--- src/rtl/onchip_mem_arbiter_pkg.sv ---
// Shared widths, FSM state type and the RAM command payload for the two-master
// on-chip memory arbiter.
package onchip_mem_arbiter_pkg;

    localparam int unsigned ADDR_W = 13;
    localparam int unsigned DATA_W = 32;
    localparam int unsigned BE_W   = 4;

    typedef enum logic {
        CLEAR = 1'b0,
        ARB   = 1'b1
    } state_t;

    typedef struct packed {
        logic [ADDR_W-1:0] address;
        logic [BE_W-1:0]   byteenable;
        logic [DATA_W-1:0] writedata;
        logic              write;
    } mem_cmd_t;

    // Bundle one requester's command fields into a RAM command
    function automatic mem_cmd_t make_cmd(
        input logic [ADDR_W-1:0] address,
        input logic [BE_W-1:0]   byteenable,
        input logic [DATA_W-1:0] writedata,
        input logic              write
    );
        mem_cmd_t cmd;
        cmd.address    = address;
        cmd.byteenable = byteenable;
        cmd.writedata  = writedata;
        cmd.write      = write;
        return cmd;
    endfunction

endpackage

--- src/rtl/onchip_mem_arbiter_rr_arb2.sv ---
// Two-way round-robin arbiter: combinational grant, registered "last granted"
// pointer that moves only when a grant is issued.
module rr_arb2 (
    input  logic       clk,
    input  logic       reset_n,
    input  logic       i_en,
    input  logic [1:0] i_req,
    output logic [1:0] o_gnt_c
);

    logic r_last;   // 1 when master 1 holds the most recent grant

    always_comb begin
        o_gnt_c = 2'b00;
        if (i_en) begin
            case (i_req)
                2'b01:   o_gnt_c = 2'b01;
                2'b10:   o_gnt_c = 2'b10;
                2'b11:   o_gnt_c = r_last ? 2'b01 : 2'b10;
                default: o_gnt_c = 2'b00;
            endcase
        end
    end

    always_ff @(posedge clk) begin
        if (!reset_n) begin
            r_last <= 1'b0;
        end else if (o_gnt_c != 2'b00) begin
            r_last <= o_gnt_c[1];
        end
    end

endmodule

--- src/rtl/onchip_mem_arbiter.sv ---
// Shares one single-port RAM between two Avalon-style masters, optionally
// zero-filling the RAM after reset before arbitration starts.
module onchip_mem_arbiter
    import onchip_mem_arbiter_pkg::*;
#(
    parameter int unsigned CLEAR_ON_RESET = 1,
    parameter int unsigned DEPTH          = 8192
) (
    input  logic              clk,
    input  logic              reset_n,
    input  logic [ADDR_W-1:0] m0_address,
    input  logic [BE_W-1:0]   m0_byteenable,
    input  logic              m0_read,
    input  logic              m0_write,
    input  logic [DATA_W-1:0] m0_writedata,
    output logic              m0_waitrequest,
    output logic [DATA_W-1:0] m0_readdata,
    output logic              m0_readdatavalid,
    input  logic [ADDR_W-1:0] m1_address,
    input  logic [BE_W-1:0]   m1_byteenable,
    input  logic              m1_read,
    input  logic              m1_write,
    input  logic [DATA_W-1:0] m1_writedata,
    output logic              m1_waitrequest,
    output logic [DATA_W-1:0] m1_readdata,
    output logic              m1_readdatavalid,
    output logic [ADDR_W-1:0] mem_address,
    output logic [BE_W-1:0]   mem_byteenable,
    output logic [DATA_W-1:0] mem_writedata,
    output logic              mem_chipselect,
    output logic              mem_write,
    output logic              mem_clken,
    input  logic [DATA_W-1:0] mem_readdata,
    output logic              busy
);

    localparam state_t ST_INIT = (CLEAR_ON_RESET != 0) ? CLEAR : ARB;
    localparam logic [ADDR_W-1:0] CLR_LAST = ADDR_W'(DEPTH - 1);

    state_t            r_state, w_state_nxt;
    logic [ADDR_W-1:0] r_clr_addr, w_clr_addr_nxt;
    logic              r_rd_pending, w_rd_pending_nxt;
    logic              r_rd_owner, w_rd_owner_nxt;
    logic [1:0]        w_req, w_gnt;
    logic              w_arb_en;
    mem_cmd_t          w_cmd;

    assign w_req    = {m1_read | m1_write, m0_read | m0_write};
    assign w_arb_en = reset_n && (r_state == ARB);

    rr_arb2 u_rr_arb2 (
        .clk     (clk),
        .reset_n (reset_n),
        .i_en    (w_arb_en),
        .i_req   (w_req),
        .o_gnt_c (w_gnt)
    );

    always_ff @(posedge clk) begin
        if (!reset_n) begin
            r_state      <= ST_INIT;
            r_clr_addr   <= '0;
            r_rd_pending <= 1'b0;
            r_rd_owner   <= 1'b0;
        end else begin
            r_state      <= w_state_nxt;
            r_clr_addr   <= w_clr_addr_nxt;
            r_rd_pending <= w_rd_pending_nxt;
            r_rd_owner   <= w_rd_owner_nxt;
        end
    end

    // Outputs are held idle while reset is low so an in-flight read return is dropped
    always_comb begin
        w_state_nxt      = r_state;
        w_clr_addr_nxt   = r_clr_addr;
        w_rd_pending_nxt = 1'b0;
        w_rd_owner_nxt   = r_rd_owner;
        w_cmd            = '0;
        mem_chipselect   = 1'b0;
        m0_waitrequest   = 1'b1;
        m1_waitrequest   = 1'b1;
        m0_readdatavalid = 1'b0;
        m1_readdatavalid = 1'b0;
        busy             = 1'b0;
        if (reset_n) begin
            case (r_state)
                CLEAR: begin
                    busy           = 1'b1;
                    mem_chipselect = 1'b1;
                    w_cmd          = make_cmd(r_clr_addr, '1, '0, 1'b1);
                    if (r_clr_addr == CLR_LAST) begin
                        w_state_nxt    = ARB;
                        w_clr_addr_nxt = '0;
                    end else begin
                        w_clr_addr_nxt = r_clr_addr + ADDR_W'(1);
                    end
                end
                ARB: begin
                    m0_readdatavalid = r_rd_pending && !r_rd_owner;
                    m1_readdatavalid = r_rd_pending &&  r_rd_owner;
                    m0_waitrequest   = !w_gnt[0];
                    m1_waitrequest   = !w_gnt[1];
                    if (w_gnt[0]) begin
                        mem_chipselect   = 1'b1;
                        w_cmd            = make_cmd(m0_address, m0_byteenable, m0_writedata, m0_write);
                        w_rd_pending_nxt = m0_read && !m0_write;
                        w_rd_owner_nxt   = 1'b0;
                    end else if (w_gnt[1]) begin
                        mem_chipselect   = 1'b1;
                        w_cmd            = make_cmd(m1_address, m1_byteenable, m1_writedata, m1_write);
                        w_rd_pending_nxt = m1_read && !m1_write;
                        w_rd_owner_nxt   = 1'b1;
                    end
                end
                default: w_state_nxt = ST_INIT;
            endcase
        end
    end

    assign mem_address    = w_cmd.address;
    assign mem_byteenable = w_cmd.byteenable;
    assign mem_writedata  = w_cmd.writedata;
    assign mem_write      = w_cmd.write;
    assign mem_clken      = 1'b1;

    assign m0_readdata = m0_readdatavalid ? mem_readdata : '0;
    assign m1_readdata = m1_readdatavalid ? mem_readdata : '0;

endmodule

--- config.mk ---
export PLATFORM = sky130hd
export DESIGN_NAME = onchip_mem_arbiter
export DESIGN_NICKNAME = d
export VERILOG_FILES = /design/src/rtl/onchip_mem_arbiter_pkg.sv /design/src/rtl/onchip_mem_arbiter_rr_arb2.sv /design/src/rtl/onchip_mem_arbiter.sv
export SDC_FILE = /design/constraint.sdc
export NUM_CORES = 1
export LEC_CHECK = 0
export CORE_AREA = 2 2 100 102
export CTS_CLUSTER_DIAMETER = 200
export DETAILED_ROUTE_END_ITERATION = 6
export DIE_AREA = 0 0 102 104
export HOLD_SLACK_MARGIN = 0.08
export PLACE_DENSITY = 0.7
export SETUP_SLACK_MARGIN = 0.2
export SKIP_LAST_GASP = 1
export SLEW_MARGIN = 20
export SYNTH_ARGS = -nofsm -noshare
export SYNTH_HDL_FRONTEND = slang
export SYNTH_SLANG_ARGS = --single-unit
--- constraint.sdc ---
create_clock -name clk -period 1.6 [get_ports clk]
set_input_delay 0.24 -clock clk [delete_from_list [all_inputs] [get_ports clk]]
set_output_delay 0.24 -clock clk [all_outputs]
set_load 0.02 [all_outputs]
# ---- Word-level counts from Yosys, hierarchy flattened
# Cells that the tools add are included.
dict set report totals {
  wordCells 56
  register_bits 17
  output_inout_bits 121
  input_bits 136
}
dict set report classes {
  reduce_logical 13
  bitwise_logic 3
  addsub 1
  muxes 30
  eq_ne 4
}
# cell count
set op_table {}
lappend op_table {{2-to-1 mux 50 bit} 3}
lappend op_table {{case mux 50 bit (2 select lines)} 1}
lappend op_table {{2-to-1 mux 32 bit} 2}
lappend op_table {{2-to-1 mux 1 bit} 19}
lappend op_table {{adder 13 x 1 -> 13 bit (second input constant)} 1}
lappend op_table {{== test 13 bit (second input constant)} 1}
lappend op_table {{2-to-1 mux 13 bit} 1}
lappend op_table {{case mux 2 bit (3 select lines)} 1}
lappend op_table {{logical AND 1 bit} 5}
lappend op_table {{zero test 1 bit} 5}
lappend op_table {{== test 2 bit (second input constant)} 2}
lappend op_table {{2-to-1 mux 2 bit} 2}
lappend op_table {{AND reduction 2 bit} 2}
lappend op_table {{== test 2 x 1 -> 1 bit (second input constant)} 1}
lappend op_table {{OR 1 bit} 2}
lappend op_table {{case mux 1 bit (2 select lines)} 1}
lappend op_table {{nonzero test 2 bit} 1}
lappend op_table {{inverter 1 bit} 1}

# ---- Longest topological paths before layout
# Gate-level depths: netlist of run 1.
dict set report logic_depth {
  word_depth 8
  mapped_depth 6
  depth_no_buf 5
}

# ---- Hierarchy
# A second synthesis of run 1 with hierarchy kept.
dict set report hier_totals {
  hier_cells 256
  area_unflattened_um2 1950.6
}
# mod instances seq_area_each_um2 cells_per_inst area_each_um2
set by_module_without_submodules {}
lappend by_module_without_submodules {onchip_mem_arbiter 1 320.3 247 1891.8}
lappend by_module_without_submodules {rr_arb2 1 20.0 9 58.8}

# ---- Worst setup path after synthesis of run 1
# Ideal clock, no wire load.
dict set report synth_timing {
  path_type {register to output}
  start {register r_state}
  end {output mem_write}
  path_buffers 2
  setup_slack_ns -0.184
  required_time_ns 1.360
  arrival_time_ns 1.544
  stages_incl_launch_ff 7
  path_cell_list {dfxtp_1 and2_0 and3b_1 buf_2 buf_4 nand2_1 a31oi_1}
}
dict set report synth_via {
  elab_chain_cells 6
  word_cells_on_any_way 7
  cone_classes {mux: 5; bitwise: 1; reduce/logical: 1}
}
# element line
set synth_lines {}
lappend synth_lines {{start: declaration} onchip_mem_arbiter.sv:40} ;# state_t r_state, w_state_nxt;
lappend synth_lines {{start signal: assignment} onchip_mem_arbiter.sv:66} ;# r_state <= w_state_nxt;
lappend synth_lines {{logical AND 1 bit} onchip_mem_arbiter.sv:49} ;# assign w_arb_en = reset_n && (r_state == ARB);
lappend synth_lines {{2-to-1 mux 2 bit} onchip_mem_arbiter_rr_arb2.sv:15} ;# if (i_en) begin
lappend synth_lines {{2-to-1 mux 50 bit} onchip_mem_arbiter.sv:109} ;# end else if (w_gnt[1]) begin
lappend synth_lines {{2-to-1 mux 50 bit} onchip_mem_arbiter.sv:104} ;# if (w_gnt[0]) begin
lappend synth_lines {{case mux 50 bit (2 select lines) *} onchip_mem_arbiter.sv:87} ;# case (r_state)
lappend synth_lines {{2-to-1 mux 50 bit *} onchip_mem_arbiter.sv:86} ;# if (reset_n) begin
lappend synth_lines {{end: declaration} onchip_mem_arbiter.sv:31} ;# output logic mem_write,
# Mark *: on every way between the ends. The rest lies on a longest branch, timed or not.

# ---- Final worst setup path of run 1
dict set report layout_timing {
  start {register r_state}
  end {output mem_address[5]}
}
dict set report layout_via {
  elab_chain_cells 6
  word_cells_on_any_way 7
  cone_classes {mux: 5; bitwise: 1; reduce/logical: 1}
}
# element line
set layout_lines {}
lappend layout_lines {{logical AND 1 bit} onchip_mem_arbiter.sv:49}
lappend layout_lines {{2-to-1 mux 2 bit} onchip_mem_arbiter_rr_arb2.sv:15}
lappend layout_lines {{2-to-1 mux 50 bit} onchip_mem_arbiter.sv:109}
lappend layout_lines {{2-to-1 mux 50 bit} onchip_mem_arbiter.sv:104}
lappend layout_lines {{case mux 50 bit (2 select lines) *} onchip_mem_arbiter.sv:87}
lappend layout_lines {{2-to-1 mux 50 bit *} onchip_mem_arbiter.sv:86}
lappend layout_lines {{end: declaration} onchip_mem_arbiter.sv:27} ;# output logic [ADDR_W-1:0] mem_address,
# Marks and branches as above.

==> summary.txt, run 1 <==
summed negative setup slack over all endpoints - -40.42 ns
sequential share of the synthesized area - 18.1%
Max-Cap Viols - 0
instance count of the mapped netlist - 255
Gate power share - 41.3%
initial standard-cell utilization of the core - 19.7%
Critical Path Fanout Max - 7
Final Hold Fails - 0
1st-iter DRT viols - 166
worst endpoint required time - 1.36 ns
layout overhead on the synthesized area - 239%
Row Count - 36
TritonCTS clock tree - built
number of enable flip-flop cells after synthesis - 0
worst path arrival time - 1.84 ns
Synth Area per Inst - 7.39 µm²
total core area - 9550 µm²
global-route usage over all layers - 20.5%
clk sinks - 17
Die Width - 102 µm
violated checks - setup timing
path category of the worst min-delay check - reg2reg
fraction of layout instances using a drive strength above 1 - 59.6%
cell types with the largest area share after synthesis - sky130_fd_sc_hd__and2_1, sky130_fd_sc_hd__dfxtp_1, sky130_fd_sc_hd__a22o_1
max-slew violations - 0
Worst Slack Setup Final - -0.481 ns
overall routed net length - 12.7 mm
Setup Skew - 0.0111 ns
GPL Wtd Cong - 0.798
via count - 3336
slowest CP cell - sky130_fd_sc_hd__dfxtp_2
clock transition at the register clock pins on the worst setup and hold paths after CTS - 0.06 ns
startpoint kind of the worst setup timing path - flip-flop
count of TritonRoute iterations in the first routing pass - 5
vias in the first global route - 3339
area fraction of the dominant cell type after synthesis - 21.9%
sum of buffers and inverters on the critical path - 4
post-layout minimum cycle time - 2.08 ns
status - finished, violations left
worst ir drop on vdd - 0.266 mV
power share of the sequential group - 33.1%
maximum number of pins on one net before global-route repair - 34
register bit count reported by yosys - 17
unrepaired setup endpoints after global routing - true
proportion of register bits with asynchronous set or reset after synthesis - 0%
Final setup viols - 128
static leakage - 0.00296 µW
DRC violation count after routing - 0
kind of capture point of the worst setup path - output port
cell-by-cell trace of the critical path - and2_4, and3b_2, buf_12, buf_16, a222oi_1, inv_1, buf_6
overall die area - 10600 µm²
Most used DFF post-synth - sky130_fd_sc_hd__dfxtp_1
later-pin clock latency in the skew report - 0.26 ns
internal power component - 978 µW
# fillers - 787
count of nets left with antenna violations after detail routing - 0
number of I/O pins - 257
number of nets at the end of the flow - 729
placement-stage worst setup slack - -1.04 ns
root cell of the clock tree - sky130_fd_sc_hd__clkbuf_8
WL/cell - 17.6 µm
share of the clock period used by the worst path - 130%
maximum achievable frequency - 481 MHz
longest individual stage delay on the worst path - 0.32 ns
Netlist cell types - 39
IO Port Bufs - 255
clock buffer depth - 2
cell type contributing the most total cell area after synthesis - sky130_fd_sc_hd__and2_1
leftover overflow at the end of global routing - 0
wire length of the first global-routing pass - 17.4 mm
Post-DP Area - 5090 µm²
cell area power density - 206 nW/µm²
Cell Area, Synth - 1880 µm²
estimated wirelength of the detail-placed design - 8.36 mm
critical path type - reg2out
average vias per placed instance - 4.60
net switching power figure - 334 µW
Switching Share - 25.5%
YS warnings - 0
antenna violations before repair - 2
number of clock buffers inserted by TritonCTS - 3
Finished Cell Area - 6390 µm²
CTS H-tree depth - 1
die height - 104 µm
Crit path max-delay family - buffers and inverters
Clk pwr share - 25.6%
Synthesized Nets - 392
-- layer usage --
layer | vias up | GRT usage [%] | wire, µm
met5 | - | 0 | 0
met4 | 0 | 4.19 | 206
met3 | 14 | 5.11 | 963
met2 | 160 | 40.7 | 7150
met1 | 1556 | 20.9 | 4430
li1 | 1606 | - | -
-- area by class of cell --
| class | count | area, µm² | area share, % |
|---|---|---|---|
| diodes | 2 | 5.00 | 0.0784 |
| repair buffers | 354 | 3860 | 60.4 |
| inverters | 19 | 82.6 | 1.29 |
| flip-flops and latches | 17 | 367 | 5.74 |
| clock buffers | 4 | 45.0 | 0.705 |
| multi-input cells | 197 | 1860 | 29.2 |
| well taps | 133 | 166 | 2.61 |
-- worst reg2reg max path: cells and delay by family, from the launching register on --
kind / cells / cell delay, ns
and+or+nand+nor: 3 / 0.45
AOI/OAI and AO/OA: 1 / 0.29
buffers and inverters: 6 / 0.71
DFF: 1 / 0.32
-- Yosys cell counts (all sizes together) (2+ instances only) --
library cell,n
and3,2
dfxtp,17
nand3,4
o21ai,3
and2,67
xor2,6
o31ai,3
nor3,2
nand2,7
nor2b,3
and3b,3
nor2,18
inv,19
clkbuf,8
xnor2,2
nand4,6
a22o,32
a22oi,4
a222oi,13
buf,15
a21oi,6
-- power by group through the flow --
stage	Sequential, µW	Clock (µW)	Combinational, µW
after CTS	434	333	511
after detailed placement	452	0	486
final	434	336	542
after floorplan	449	0	75.9
after global routing	435	365	571
after global placement	451	0	480
-- cells by family (layout without fill, tap and decap cells) --
kind of cell,count (synthesis),count (layout),share of synthesized area (%)
AND/OR/NAND/NOR,119,119,37.8
AO/OA/AOI/OAI,67,68,29.7
buffers and inverters,42,377,9.76
flip-flops,17,17,18.1
XOR/XNOR,8,8,3.72
adder cells (fa/ha/maj),1,1,0.664
other,1,3,0.199
-- placed cells by master, fill, tap and decap left out, types with 3 or more instances in the layout --
cell / synthesis / final
sky130_fd_sc_hd__a21oi_2: 0 / 4
sky130_fd_sc_hd__a222oi_1: 13 / 13
sky130_fd_sc_hd__a22o_1: 32 / 18
sky130_fd_sc_hd__a22o_4: 0 / 14
sky130_fd_sc_hd__a22oi_2: 0 / 4
sky130_fd_sc_hd__and2_4: 0 / 64
sky130_fd_sc_hd__buf_12: 0 / 13
sky130_fd_sc_hd__buf_16: 0 / 5
sky130_fd_sc_hd__buf_2: 12 / 11
sky130_fd_sc_hd__buf_4: 3 / 44
sky130_fd_sc_hd__buf_6: 0 / 135
sky130_fd_sc_hd__buf_8: 0 / 4
sky130_fd_sc_hd__clkbuf_16: 0 / 5
sky130_fd_sc_hd__clkbuf_8: 0 / 3
sky130_fd_sc_hd__clkdlybuf4s50_1: 0 / 130
sky130_fd_sc_hd__dfxtp_1: 17 / 4
sky130_fd_sc_hd__dfxtp_2: 0 / 9
sky130_fd_sc_hd__dfxtp_4: 0 / 4
sky130_fd_sc_hd__dlygate4sd2_1: 0 / 3
sky130_fd_sc_hd__inv_1: 19 / 16
sky130_fd_sc_hd__nand2_1: 7 / 6
sky130_fd_sc_hd__nand4_1: 5 / 5
sky130_fd_sc_hd__nor2_1: 18 / 14
sky130_fd_sc_hd__nor2b_1: 3 / 3
sky130_fd_sc_hd__o31ai_4: 0 / 3
sky130_fd_sc_hd__xor2_1: 6 / 6
-- registers in the layout, indices dropped and copies added, names as in the netlist --
name,cells
r_clr_addr,13
r_rd_owner,1
r_rd_pending,1
r_state,1
u_rr_arb2.r_last,1
-- per-stage QoR --
stage          total power, µW  hold slack (ns)  std cells  utilization [%]
2_1_floorplan              525            0.368        255                -
3_3_place_gp               931            0.501        648             53.3
3_5_place_dp               937            0.509        648             53.3
4_1_cts                   1280            0.510        696             58.4
5_1_grt                   1370            0.503        726             66.9
6_report                  1310            0.496        726             66.9
-- path summary, 6_finish.rpt --
path | from | end | slack [ns] | cells past startpoint
min reg2reg | r_clr_addr[12] | r_clr_addr[12] | 0.50 | 2
max | r_state | mem_address[5] | -0.48 | 7
max reg2reg | r_state | r_clr_addr[11] | -0.30 | 10
min | r_clr_addr[12] | r_clr_addr[12] | 0.50 | 2
-- repair_timing --
| action | in CTS | in global routing |
|---|---|---|
| hold buffers | 0 | 0 |
| pin swaps | 33 | 39 |
| gates resized for setup | 590 | 256 |
| endpoints found under the hold margin | 0 | 0 |
| setup endpoints to repair | 132 | 134 |
| gates cloned | 6 | 8 |
| setup buffers | 38 | 20 |
Power figures use the tool's default switching activity.
==> run 2: changes to the inputs <==
--- a/config.mk
+++ b/config.mk
@@ -10,7 +10,7 @@
 export DETAILED_ROUTE_END_ITERATION = 6
 export DIE_AREA = 0 0 102 104
 export HOLD_SLACK_MARGIN = 0.08
-export PLACE_DENSITY = 0.7
+export PLACE_DENSITY = 0.72
 export SETUP_SLACK_MARGIN = 0.2
 export SKIP_LAST_GASP = 1
 export SLEW_MARGIN = 20
==> run 2 against run 1 <==
Net effect:
- global-route usage shrank 0.69 points
- core utilization is 10 points lower
- register-to-register slack better by 0.26 ns
- worst hold slack lost 0.0088 ns
- total power shrank 2.8%
- the flow still finishes with violations (setup timing)
==> summary.txt, run 2 (synthesis gave the netlist of run 1 again) <==
status - finished, violations left
violated checks - setup timing
cell area power density - 235 nW/µm²
Crit path max-delay family - buffers and inverters
Final Hold Fails - 0
Critical Path Fanout Max - 7
wire length of the first global-routing pass - 16.7 mm
worst endpoint required time - 1.36 ns
Final setup viols - 120
count of TritonRoute iterations in the first routing pass - 7
global-route usage over all layers - 19.8%
slowest CP cell - sky130_fd_sc_hd__dfxtp_2
worst reg-to-reg path cell count - 7
overall routed net length - 11.3 mm
share of the clock period used by the worst path - 123%
Stages on worst setup path - 7
fraction of layout instances using a drive strength above 1 - 53.6%
maximum number of pins on one net before global-route repair - 20
startpoint kind of the worst setup timing path - flip-flop
IO Port Bufs - 255
clk sinks - 17
vias in the first global route - 3200
GPL Wtd Cong - 0.765
root cell of the clock tree - sky130_fd_sc_hd__clkbuf_8
most flop-heavy register - r_clr_addr
path category of the worst min-delay check - reg2reg
WL/cell - 16.5 µm
maximum achievable frequency - 509 MHz
CTS H-tree depth - 1
number of nets at the end of the flow - 690
Worst Slack Setup Final - -0.366 ns
Final Instance Count excl. Fillers - 686
average vias per placed instance - 4.57
estimated wirelength of the detail-placed design - 8.52 mm
clock buffer depth - 2
TritonCTS clock tree - built
worst ir drop on vdd - 0.217 mV
hold buffer count at cts - 0
later-pin clock latency in the skew report - 0.26 ns
post-layout minimum cycle time - 1.97 ns
sum of buffers and inverters on the critical path - 4
most frequent cells in the layout - sky130_fd_sc_hd__clkdlybuf4s50_1, sky130_fd_sc_hd__buf_4, sky130_fd_sc_hd__and2_2
die height - 104 µm
leftover overflow at the end of global routing - 0
R2R Path End - r_clr_addr[12]
Power, Total - 1280 µW
via count - 3135
area occupied by multi-input gates - 1730 µm²
layout overhead on the synthesized area - 188%
clock transition at the register clock pins on the worst setup and hold paths after CTS - 0.07 ns
overall die area - 10600 µm²
static leakage - 0.00260 µW
number of I/O pins - 257
total core area - 9550 µm²
kind of capture point of the worst setup path - output port
capturing element of the worst setup path - mem_address[4]
# fillers - 902
DRC violation count after routing - 0
placed cell count - 644
combined flip-flop and latch cell area - 368 µm²
unrepaired setup endpoints after global routing - true
longest individual stage delay on the worst path - 0.32 ns
1st-iter DRT viols - 163
Row Count - 36
commonest non-fill, non-tap cell in the layout - sky130_fd_sc_hd__clkdlybuf4s50_1
antenna violations before repair - 1
Setup Skew - 0.00398 ns
Die Width - 102 µm
cell-by-cell trace of the critical path - and2_4, and3b_2, buf_12, clkbuf_16, a222oi_1, inv_1, buf_2
worst path arrival time - 1.73 ns
critical path type - reg2out
startpoint of the lowest-slack register-to-register path - r_state
launching instance or port of the critical path - r_state
max FFs per register - 13
initial standard-cell utilization of the core - 19.7%
max-slew violations - 0
number of clock buffers inserted by TritonCTS - 3
worst setup slack for register-to-register paths - -0.04 ns
Max-Cap Viols - 0
count of nets left with antenna violations after detail routing - 0
beginning of the worst hold path - r_clr_addr[12]
run 2: changes by cell type in the layout (fill, tap and decap cells not counted), moves of 4 or more:
cell                     before  now
sky130_fd_sc_hd__buf_8        4    0
sky130_fd_sc_hd__buf_2       11   34
sky130_fd_sc_hd__and2_1       1   15
sky130_fd_sc_hd__buf_4       44   95
sky130_fd_sc_hd__buf_6      135   32
sky130_fd_sc_hd__and2_2       2   50
sky130_fd_sc_hd__and2_4      64    2
run 2: metrics by stage:
stage               setup slack, ns  setup TNS, ns  hold WS (ns)  area [µm²]  utilization (%)
global placement             -0.888         -91.75         0.488        5040             52.8
finish                       -0.366         -32.92         0.487        5420             56.8
CTS                          -0.376         -33.80         0.493        5240             54.9
detailed placement           -0.935         -95.06         0.497        5040             52.8
floorplan                    0.0911              0         0.368        2230                -
global route                 -0.449         -40.00         0.527        5420             56.7
run 2: timing repair:
action | in CTS | in global routing
gates resized for setup | 536 | 95
setup endpoints to repair | 132 | 133
setup buffers | 20 | 9
pin swaps | 22 | 19
gates cloned | 5 | 3
run 2: cell type report:
class                           count  area share (%)
Timing Repair Buffer              316            55.8
Antenna cell                        1          0.0462
Tap cell                          133            3.07
Multi-Input combinational cell    196            32.0
Clock buffer                        4           0.831
Sequential cell                    17            6.79
Inverter                           19            1.48
run 2: worst min-delay path: stages, from the launching register on:
cell	delay, ns
sky130_fd_sc_hd__dfxtp_1	0.33
sky130_fd_sc_hd__nand2_1	0.06
sky130_fd_sc_hd__o21ai_1	0.05
run 2: how the worst min path moves through the flow:
stage,end,depth (start not counted)
2_1_floorplan,r_clr_addr[7],1
3_3_place_gp,r_clr_addr[12],2
3_5_place_dp,r_clr_addr[12],2
4_1_cts,r_clr_addr[12],2
5_1_grt,r_clr_addr[12],2
6_report,r_clr_addr[12],2
run 2: power breakdown:
part           total [µW]  leakage, µW  internal (µW)  switching (µW)
sequential            436     0.000145            425            10.8
combinational         504      0.00243            358             145
clock                 336    0.0000228            177             159
run 2: per-layer routing:
layer | vias to the layer above | wire (µm) | global-route usage [%]
met3 | 9 | 847 | 4.77
li1 | 1518 | - | -
met5 | - | 0 | 0
met1 | 1461 | 4080 | 21.4
met4 | 0 | 105 | 4.48
met2 | 147 | 6260 | 37.9
